$ cat config.mk
export PLATFORM = sky130hd
export DESIGN_NAME = load_store_unit
export DESIGN_NICKNAME = d
export VERILOG_FILES = /design/src/rtl/load_store_unit_pkg.sv /design/src/rtl/load_store_unit_align.sv /design/src/rtl/load_store_unit.sv
export SDC_FILE = /design/constraint.sdc
export NUM_CORES = 1
export LEC_CHECK = 0
export CORE_MARGIN = 1
export CORE_UTILIZATION = 41
export CTS_CLUSTER_SIZE = 16
export DETAILED_ROUTE_END_ITERATION = 16
export GPL_ROUTABILITY_DRIVEN = 0
export HOLD_SLACK_MARGIN = 0.15
export PLACE_DENSITY = 0.77
export SLEW_MARGIN = 10
export SYNTH_ARGS = -nofsm -noshare
export SYNTH_HDL_FRONTEND = slang
export SYNTH_HIERARCHICAL = 1
export SYNTH_SLANG_ARGS = --single-unit
$ cat constraint.sdc
create_clock -name clk -period 2 [get_ports clk]
set_input_delay 0.3 -clock clk [delete_from_list [all_inputs] [get_ports clk]]
set_output_delay 0.3 -clock clk [all_outputs]
set_load 0.02 [all_outputs]
$ cat src/rtl/load_store_unit_pkg.sv
// Shared definitions for the load/store unit.
//   lsu_state_e   : FSM state encoding (IDLE / BUSY / DONE)
//   F3_*          : RV32 funct3 size/sign codes for loads and stores
//   ERR_*         : err_code_o encodings
//   f3_legal()    : funct3 legality for the given op direction
//   misaligned()  : natural-alignment check for the access size
package load_store_unit_pkg;

  typedef enum logic [1:0] {
    S_IDLE = 2'b00,
    S_BUSY = 2'b01,
    S_DONE = 2'b10
  } lsu_state_e;

  localparam logic [2:0] F3_LB  = 3'b000;
  localparam logic [2:0] F3_LH  = 3'b001;
  localparam logic [2:0] F3_LW  = 3'b010;
  localparam logic [2:0] F3_LBU = 3'b100;
  localparam logic [2:0] F3_LHU = 3'b101;

  localparam logic [2:0] F3_SB  = 3'b000;
  localparam logic [2:0] F3_SH  = 3'b001;
  localparam logic [2:0] F3_SW  = 3'b010;

  localparam logic [1:0] ERR_NONE     = 2'b00;
  localparam logic [1:0] ERR_MISALIGN = 2'b01;
  localparam logic [1:0] ERR_FUNCT3   = 2'b10;

  function automatic logic f3_legal(input logic [2:0] f3, input logic is_store);
    logic ok;
    if (is_store)
      ok = (f3 == F3_SB) || (f3 == F3_SH) || (f3 == F3_SW);
    else
      ok = (f3 == F3_LB) || (f3 == F3_LH) || (f3 == F3_LW) ||
           (f3 == F3_LBU) || (f3 == F3_LHU);
    return ok;
  endfunction

  // funct3[1:0] carries the access size: 00 byte, 01 half, 10 word.
  function automatic logic misaligned(input logic [2:0] f3, input logic [1:0] addr_lo);
    logic mis;
    case (f3[1:0])
      2'b01:   mis = addr_lo[0];
      2'b10:   mis = (addr_lo != 2'b00);
      default: mis = 1'b0;
    endcase
    return mis;
  endfunction

endpackage

$ cat src/rtl/load_store_unit_align.sv
// lsu_align: purely combinational lane logic for the load/store unit.
//   funct3    in  3     size/sign code
//   addr_lo   in  2     byte offset within the word
//   wdata     in  WIDTH raw store data (rs2)
//   rdata     in  WIDTH raw memory read word
//   be        out 4     byte enables for the access size and offset
//   wdata_rep out WIDTH store data replicated across all lanes of its size
//   load_data out WIDTH selected lane, sign- or zero-extended
module lsu_align #(
  parameter int WIDTH = 32
) (
  input  logic [2:0]       funct3,
  input  logic [1:0]       addr_lo,
  input  logic [WIDTH-1:0] wdata,
  input  logic [WIDTH-1:0] rdata,
  output logic [3:0]       be,
  output logic [WIDTH-1:0] wdata_rep,
  output logic [WIDTH-1:0] load_data
);
  import load_store_unit_pkg::*;

  logic [WIDTH-1:0] shifted;

  always_comb begin
    be        = 4'b1111;
    wdata_rep = wdata;
    load_data = '0;
    // Bring the addressed lane down to bit 0 before extending.
    shifted   = rdata >> {addr_lo, 3'b000};

    case (funct3[1:0])
      2'b00: begin
        be        = 4'b0001 << addr_lo;
        wdata_rep = {(WIDTH/8){wdata[7:0]}};
      end
      2'b01: begin
        be        = 4'b0011 << addr_lo;
        wdata_rep = {(WIDTH/16){wdata[15:0]}};
      end
      default: begin
        be        = 4'b1111;
        wdata_rep = wdata;
      end
    endcase

    case (funct3)
      F3_LB:   load_data = {{(WIDTH-8){shifted[7]}}, shifted[7:0]};
      F3_LH:   load_data = {{(WIDTH-16){shifted[15]}}, shifted[15:0]};
      F3_LBU:  load_data = {{(WIDTH-8){1'b0}}, shifted[7:0]};
      F3_LHU:  load_data = {{(WIDTH-16){1'b0}}, shifted[15:0]};
      default: load_data = shifted;
    endcase
  end

endmodule

$ cat src/rtl/load_store_unit.sv
// load_store_unit: MEM-stage data-memory sequencer.
// Accepts one load/store from EX, issues a single request to data memory,
// waits for the ack, formats the load result and pulses done_o.
// Illegal funct3 or misaligned addresses are rejected with an err_o pulse.
//   clk, reset        clock, synchronous active-high reset
//   ex_valid_i        EX result valid
//   mem_rd_i/mem_wr_i load/store op (both high = store)
//   funct3_i          size/sign code
//   addr_i, wdata_i   effective address, store data
//   dmem_*            memory request interface (registered)
//   stall_o           freeze IF/ID/EX (combinational)
//   done_o            access complete pulse
//   load_data_o       formatted load result
//   err_o, err_code_o fault pulse and code (01 misaligned, 10 bad funct3)
module load_store_unit #(
  parameter int WIDTH    = 32,
  parameter int ADDR_LEN = 32
) (
  input  logic                clk,
  input  logic                reset,
  input  logic                ex_valid_i,
  input  logic                mem_rd_i,
  input  logic                mem_wr_i,
  input  logic [2:0]          funct3_i,
  input  logic [ADDR_LEN-1:0] addr_i,
  input  logic [WIDTH-1:0]    wdata_i,
  output logic                dmem_req_o,
  output logic                dmem_we_o,
  output logic [ADDR_LEN-1:0] dmem_addr_o,
  output logic [WIDTH-1:0]    dmem_wdata_o,
  output logic [3:0]          dmem_be_o,
  input  logic                dmem_ack_i,
  input  logic [WIDTH-1:0]    dmem_rdata_i,
  output logic                stall_o,
  output logic                done_o,
  output logic [WIDTH-1:0]    load_data_o,
  output logic                err_o,
  output logic [1:0]          err_code_o
);
  import load_store_unit_pkg::*;

  lsu_state_e state, state_next;

  logic       accept;
  logic       is_store;
  logic       f3_ok;
  logic       mis;
  logic       legal;

  logic       op_store_q;
  logic [2:0] funct3_q;
  logic [1:0] addr_lo_q;

  logic [2:0]       al_funct3;
  logic [1:0]       al_addr_lo;
  logic [3:0]       al_be;
  logic [WIDTH-1:0] al_wdata;
  logic [WIDTH-1:0] al_load;

  always_comb begin
    accept   = (state == S_IDLE) && ex_valid_i && (mem_rd_i || mem_wr_i);
    is_store = mem_wr_i;
    f3_ok    = f3_legal(funct3_i, is_store);
    mis      = misaligned(funct3_i, addr_i[1:0]);
    legal    = f3_ok && !mis;
    stall_o  = (accept && legal) || (state == S_BUSY);
  end

  // One shared aligner: in IDLE it builds be/wdata from the incoming op,
  // in BUSY it extracts the load lane using the latched size and offset.
  always_comb begin
    if (state == S_BUSY) begin
      al_funct3  = funct3_q;
      al_addr_lo = addr_lo_q;
    end else begin
      al_funct3  = funct3_i;
      al_addr_lo = addr_i[1:0];
    end
  end

  lsu_align #(
    .WIDTH (WIDTH)
  ) u_align (
    .funct3    (al_funct3),
    .addr_lo   (al_addr_lo),
    .wdata     (wdata_i),
    .rdata     (dmem_rdata_i),
    .be        (al_be),
    .wdata_rep (al_wdata),
    .load_data (al_load)
  );

  always_comb begin
    state_next = state;
    case (state)
      S_IDLE:  if (accept && legal) state_next = S_BUSY;
      S_BUSY:  if (dmem_ack_i)      state_next = S_DONE;
      S_DONE:  state_next = S_IDLE;
      default: state_next = S_IDLE;
    endcase
  end

  always_ff @(posedge clk) begin
    if (reset)
      state <= S_IDLE;
    else
      state <= state_next;
  end

  always_ff @(posedge clk) begin
    if (reset) begin
      dmem_req_o   <= 1'b0;
      dmem_we_o    <= 1'b0;
      dmem_addr_o  <= '0;
      dmem_wdata_o <= '0;
      dmem_be_o    <= '0;
      done_o       <= 1'b0;
      load_data_o  <= '0;
      err_o        <= 1'b0;
      err_code_o   <= ERR_NONE;
      op_store_q   <= 1'b0;
      funct3_q     <= '0;
      addr_lo_q    <= '0;
    end else begin
      done_o     <= 1'b0;
      err_o      <= 1'b0;
      err_code_o <= ERR_NONE;
      case (state)
        S_IDLE: begin
          if (accept) begin
            op_store_q <= is_store;
            funct3_q   <= funct3_i;
            addr_lo_q  <= addr_i[1:0];
            if (legal) begin
              dmem_req_o   <= 1'b1;
              dmem_we_o    <= is_store;
              dmem_addr_o  <= {addr_i[ADDR_LEN-1:2], 2'b00};
              dmem_wdata_o <= al_wdata;
              dmem_be_o    <= al_be;
            end else begin
              err_o      <= 1'b1;
              err_code_o <= f3_ok ? ERR_MISALIGN : ERR_FUNCT3;
            end
          end
        end
        S_BUSY: begin
          if (dmem_ack_i) begin
            dmem_req_o <= 1'b0;
            dmem_we_o  <= 1'b0;
            done_o     <= 1'b1;
            if (!op_store_q)
              load_data_o <= al_load;
          end
        end
        default: ;
      endcase
    end
  end

endmodule

==> run_results.csv <==
group,metric,value,unit
detailed_routing,wl,16.9,mm
synthesis,synth_flop_cell,"dfxtp_1",
detailed_routing,drtIter0Drc,268,
floorplanning,die_w,123,µm
sta,drv_slew,0,
sta,worst_pin_slew,634,ps
layout,antenna_cells,0,
synthesis,synth_seq_area_share,37.6,%
detailed_routing,drtPass1Iterations,4,
detailed_routing,vias,5398,
floorplanning,core_area,14000,µm²
global_routing,busiest_layer,"met2",
detailed_routing,viasPerCell,4.92,
clocking,cts_buffers,9,
synthesis,synth_cell_type_count,43,
clocking,clkSinkCount,112,
global_routing,grt_pass1_vias,5082,
layout,fin_area,9180,µm²
synthesis,synth.largest_area_cell,"dfxtp_1",
global_routing,grt_max_degree,58,
placed_design,hpwl,11.9,mm
detailed_routing,route.detailed.drc,0,
layout,synthToLayoutAreaGrowth,53.8,%
min_path,min_path_type,"primary input to flip-flop",
synthesis,yosys_warnings,6,
critical_path,worstPathCellList,"buf_4 -> nor3b_4 -> o21ai_2 -> or3b_4 -> nand2_1 -> buf_4",
synthesis,avgSynthCellArea,8.68,µm²
clocking,cts_tree,"done",
clocking,clk_pin_slew,70,ps
placed_design,placed_cells,1064,
clocking,cts_buffer_depth,2,
clocking,root_buffer,"clkbuf_16",
global_routing,met2_usage,36.4,%
global_routing,grt_use_total,22.1,%
floorplanning,start_util,42.5,%
clocking,htree_levels,3,
sta,period_needed,1990,ps
placed_design,io_buffers,209,
clocking,clkLatencyLatePin,350,ps
sta,rsz0062_at_grt,"true",
sta,skew,7.51,ps
floorplanning,pin_count,212,
power_and_ir_drop,p_per_area,634,nW/µm²
critical_path,startpoint_type,"flip-flop",
critical_path,worstPathArrival,1690,ps
synthesis,synthTopCellsByArea,"dfxtp_1 38%, mux2i_1 14%, nand2b_1 14%",
sta,finalHoldViolCount,0,
critical_path,cp_slowest_cell,"or3b_4",
detailed_routing,ant_nets,0,
global_routing,antenna_found_initial,0,
sta,finalCritPeriodShare,99.3,%
critical_path,crit_path_max_fanout,3,
floorplanning,rows,43,
layout,fin_nets,1021,
critical_path,crit_path_max_incr_delay,400,ps
layout,instances_no_fill,1098,
synthesis,syn_inst,687,
clocking,cts_hold_buf,0,
synthesis,synth_seq_cells,112,
critical_path,cpMostUsedCell,"buf_4",
power_and_ir_drop,leakage,3.49,nW
synthesis,synth_async_sr_flop_share,0,%
synthesis,synth-edff-count,0,
detailed_routing,wl_per_cell,15.4,µm
status,status,"finished clean",
sta,max_freq,0.503,GHz
placed_design,placed_area,8470,µm²
sta,max-slew-margin-rel,57.7,%
critical_path,endpoint_kind,"output port",
layout,final_layout_size_suffix_gt1_share,16.9,%
sta,report.final.setup_viol,0,
synthesis,syn_area,5970,µm²
global_routing,grt_util_met3,4.46,%
global_routing,grt_pass1_wl,25.8,mm
floorplanning,dieArea,15000,µm²
global_routing,grtUsageMet1,28.2,%
job,drv_cap,0,
critical_path,criticalPathCategory,"flip-flop to output port",
synthesis,synth_top_area_share,37.6,%
floorplanning,die_h,123,µm
global_routing,overflow,0,
critical_path,worstPathRequired,1700,ps
power_and_ir_drop,ir_drop,0.431,mV
==> cell usage after synthesis, drive strengths merged (4+ instances only) <==
master / count
a211oi: 7
a21oi: 49
a2bb2oi: 7
buf: 33
clkbuf: 31
dfxtp: 112
mux2: 24
mux2i: 86
nand2: 117
nand2b: 135
nand3: 18
nand3b: 4
nor2: 12
nor2b: 11
nor3b: 5
o21ai: 10
==> per-stage QoR <==
stage	setup WS [ps]	hold WS [ps]	setup TNS, ps	power, W	util [%]
after floorplan	-61.7	444	-1080	0.00322	-
after global placement	-813	443	-32750	0.00383	60.3
after detailed placement	-859	448	-36290	0.00384	60.3
after CTS	-0.407	419	-0.407	0.00579	63.5
after global routing	-66.8	379	-1920	0.00610	65.4
final	13.7	350	0	0.00582	65.4
==> path summary, 6_finish.rpt <==
path                        start              end  slack, ps  cells past startpoint
setup reg to reg         state[1]  load_data_o[16]         20                      8
hold reg to reg   load_data_o[18]  load_data_o[18]        460                      2
setup / recovery         state[1]          stall_o         10                      6
hold / removal        funct3_i[1]      funct3_q[1]        350                      4
==> final cells by class <==
cell class	instances	area, µm²
Clock buffer	11	253
Clock inverter	5	65.1
Fill cell	1161	4860
Inverter	2	10.0
Multi-Input combinational cell	510	3540
Sequential cell	112	2240
Tap cell	180	225
Timing Repair Buffer	278	2840
==> worst max-delay path: cells and delay by family (launching register included) <==
kind / cells / cell delay [ps]
and+or+nand+nor: 3 / 660
DFF: 1 / 330
buffers and inverters: 2 / 260
AOI/OAI and AO/OA: 1 / 90
==> cells in the final DEF (no fill, tap or decap), types with 8 or more instances in the layout <==
cell,instances
clkbuf_16,13
nand2_1,117
dfxtp_1,110
mux2i_1,83
nor2_1,9
nand2b_1,134
clkdlybuf4s50_1,204
nor2b_1,8
mux2_2,20
buf_4,55
nand3_1,15
o21ai_0,9
a21oi_1,44
==> cells by family (layout without fill, tap and decap cells) <==
group           after synthesis  in the layout  share of synthesized area (%)
compound gates               84             84                           9.02
fa+ha+maj                     3              3                          0.629
buf+inv                      66            296                           6.08
flops                       112            112                           37.6
mux                         110            110                           19.0
other cells                   1              2                         0.0629
simple gates                311            311                           27.6
==> per-layer routing <==
layer  share of wire [%]  vias to the layer above
met5                   0                        -
met4                 2.2                        0
met3                 4.9                       24
met2                  48                      136
met1                  45                     2506
li1                    -                     2732
==> report_power, final <==
group	switching, W	internal, W	leakage [nW]	total [W]
logic	0.000691	0.000840	2.42	0.00153
clock network	0.000857	0.00105	0.156	0.00191
registers	0.0000533	0.00233	0.910	0.00238
total	0.00160	0.00422	3.49	0.00582
==> what timing repair did <==
action	in CTS	in global routing
setup endpoints to repair	86	82
buffers inserted	10	4
pin swaps	5	5
gates resized for setup	22	33
gates cloned	0	4
==> flip-flops by register name, indices dropped and copies added, names as in the netlist <==
| name | count |
|---|---|
| dmem_req_o | 1 |
| funct3_q | 3 |
| dmem_we_o | 1 |
| dmem_addr_o | 30 |
| err_o | 1 |
| addr_lo_q | 2 |
| load_data_o | 32 |
| state | 2 |
| dmem_be_o | 4 |
| done_o | 1 |
| op_store_q | 1 |
| err_code_o | 2 |
| dmem_wdata_o | 32 |
No activity file was read; power rests on OpenSTA's default activity.
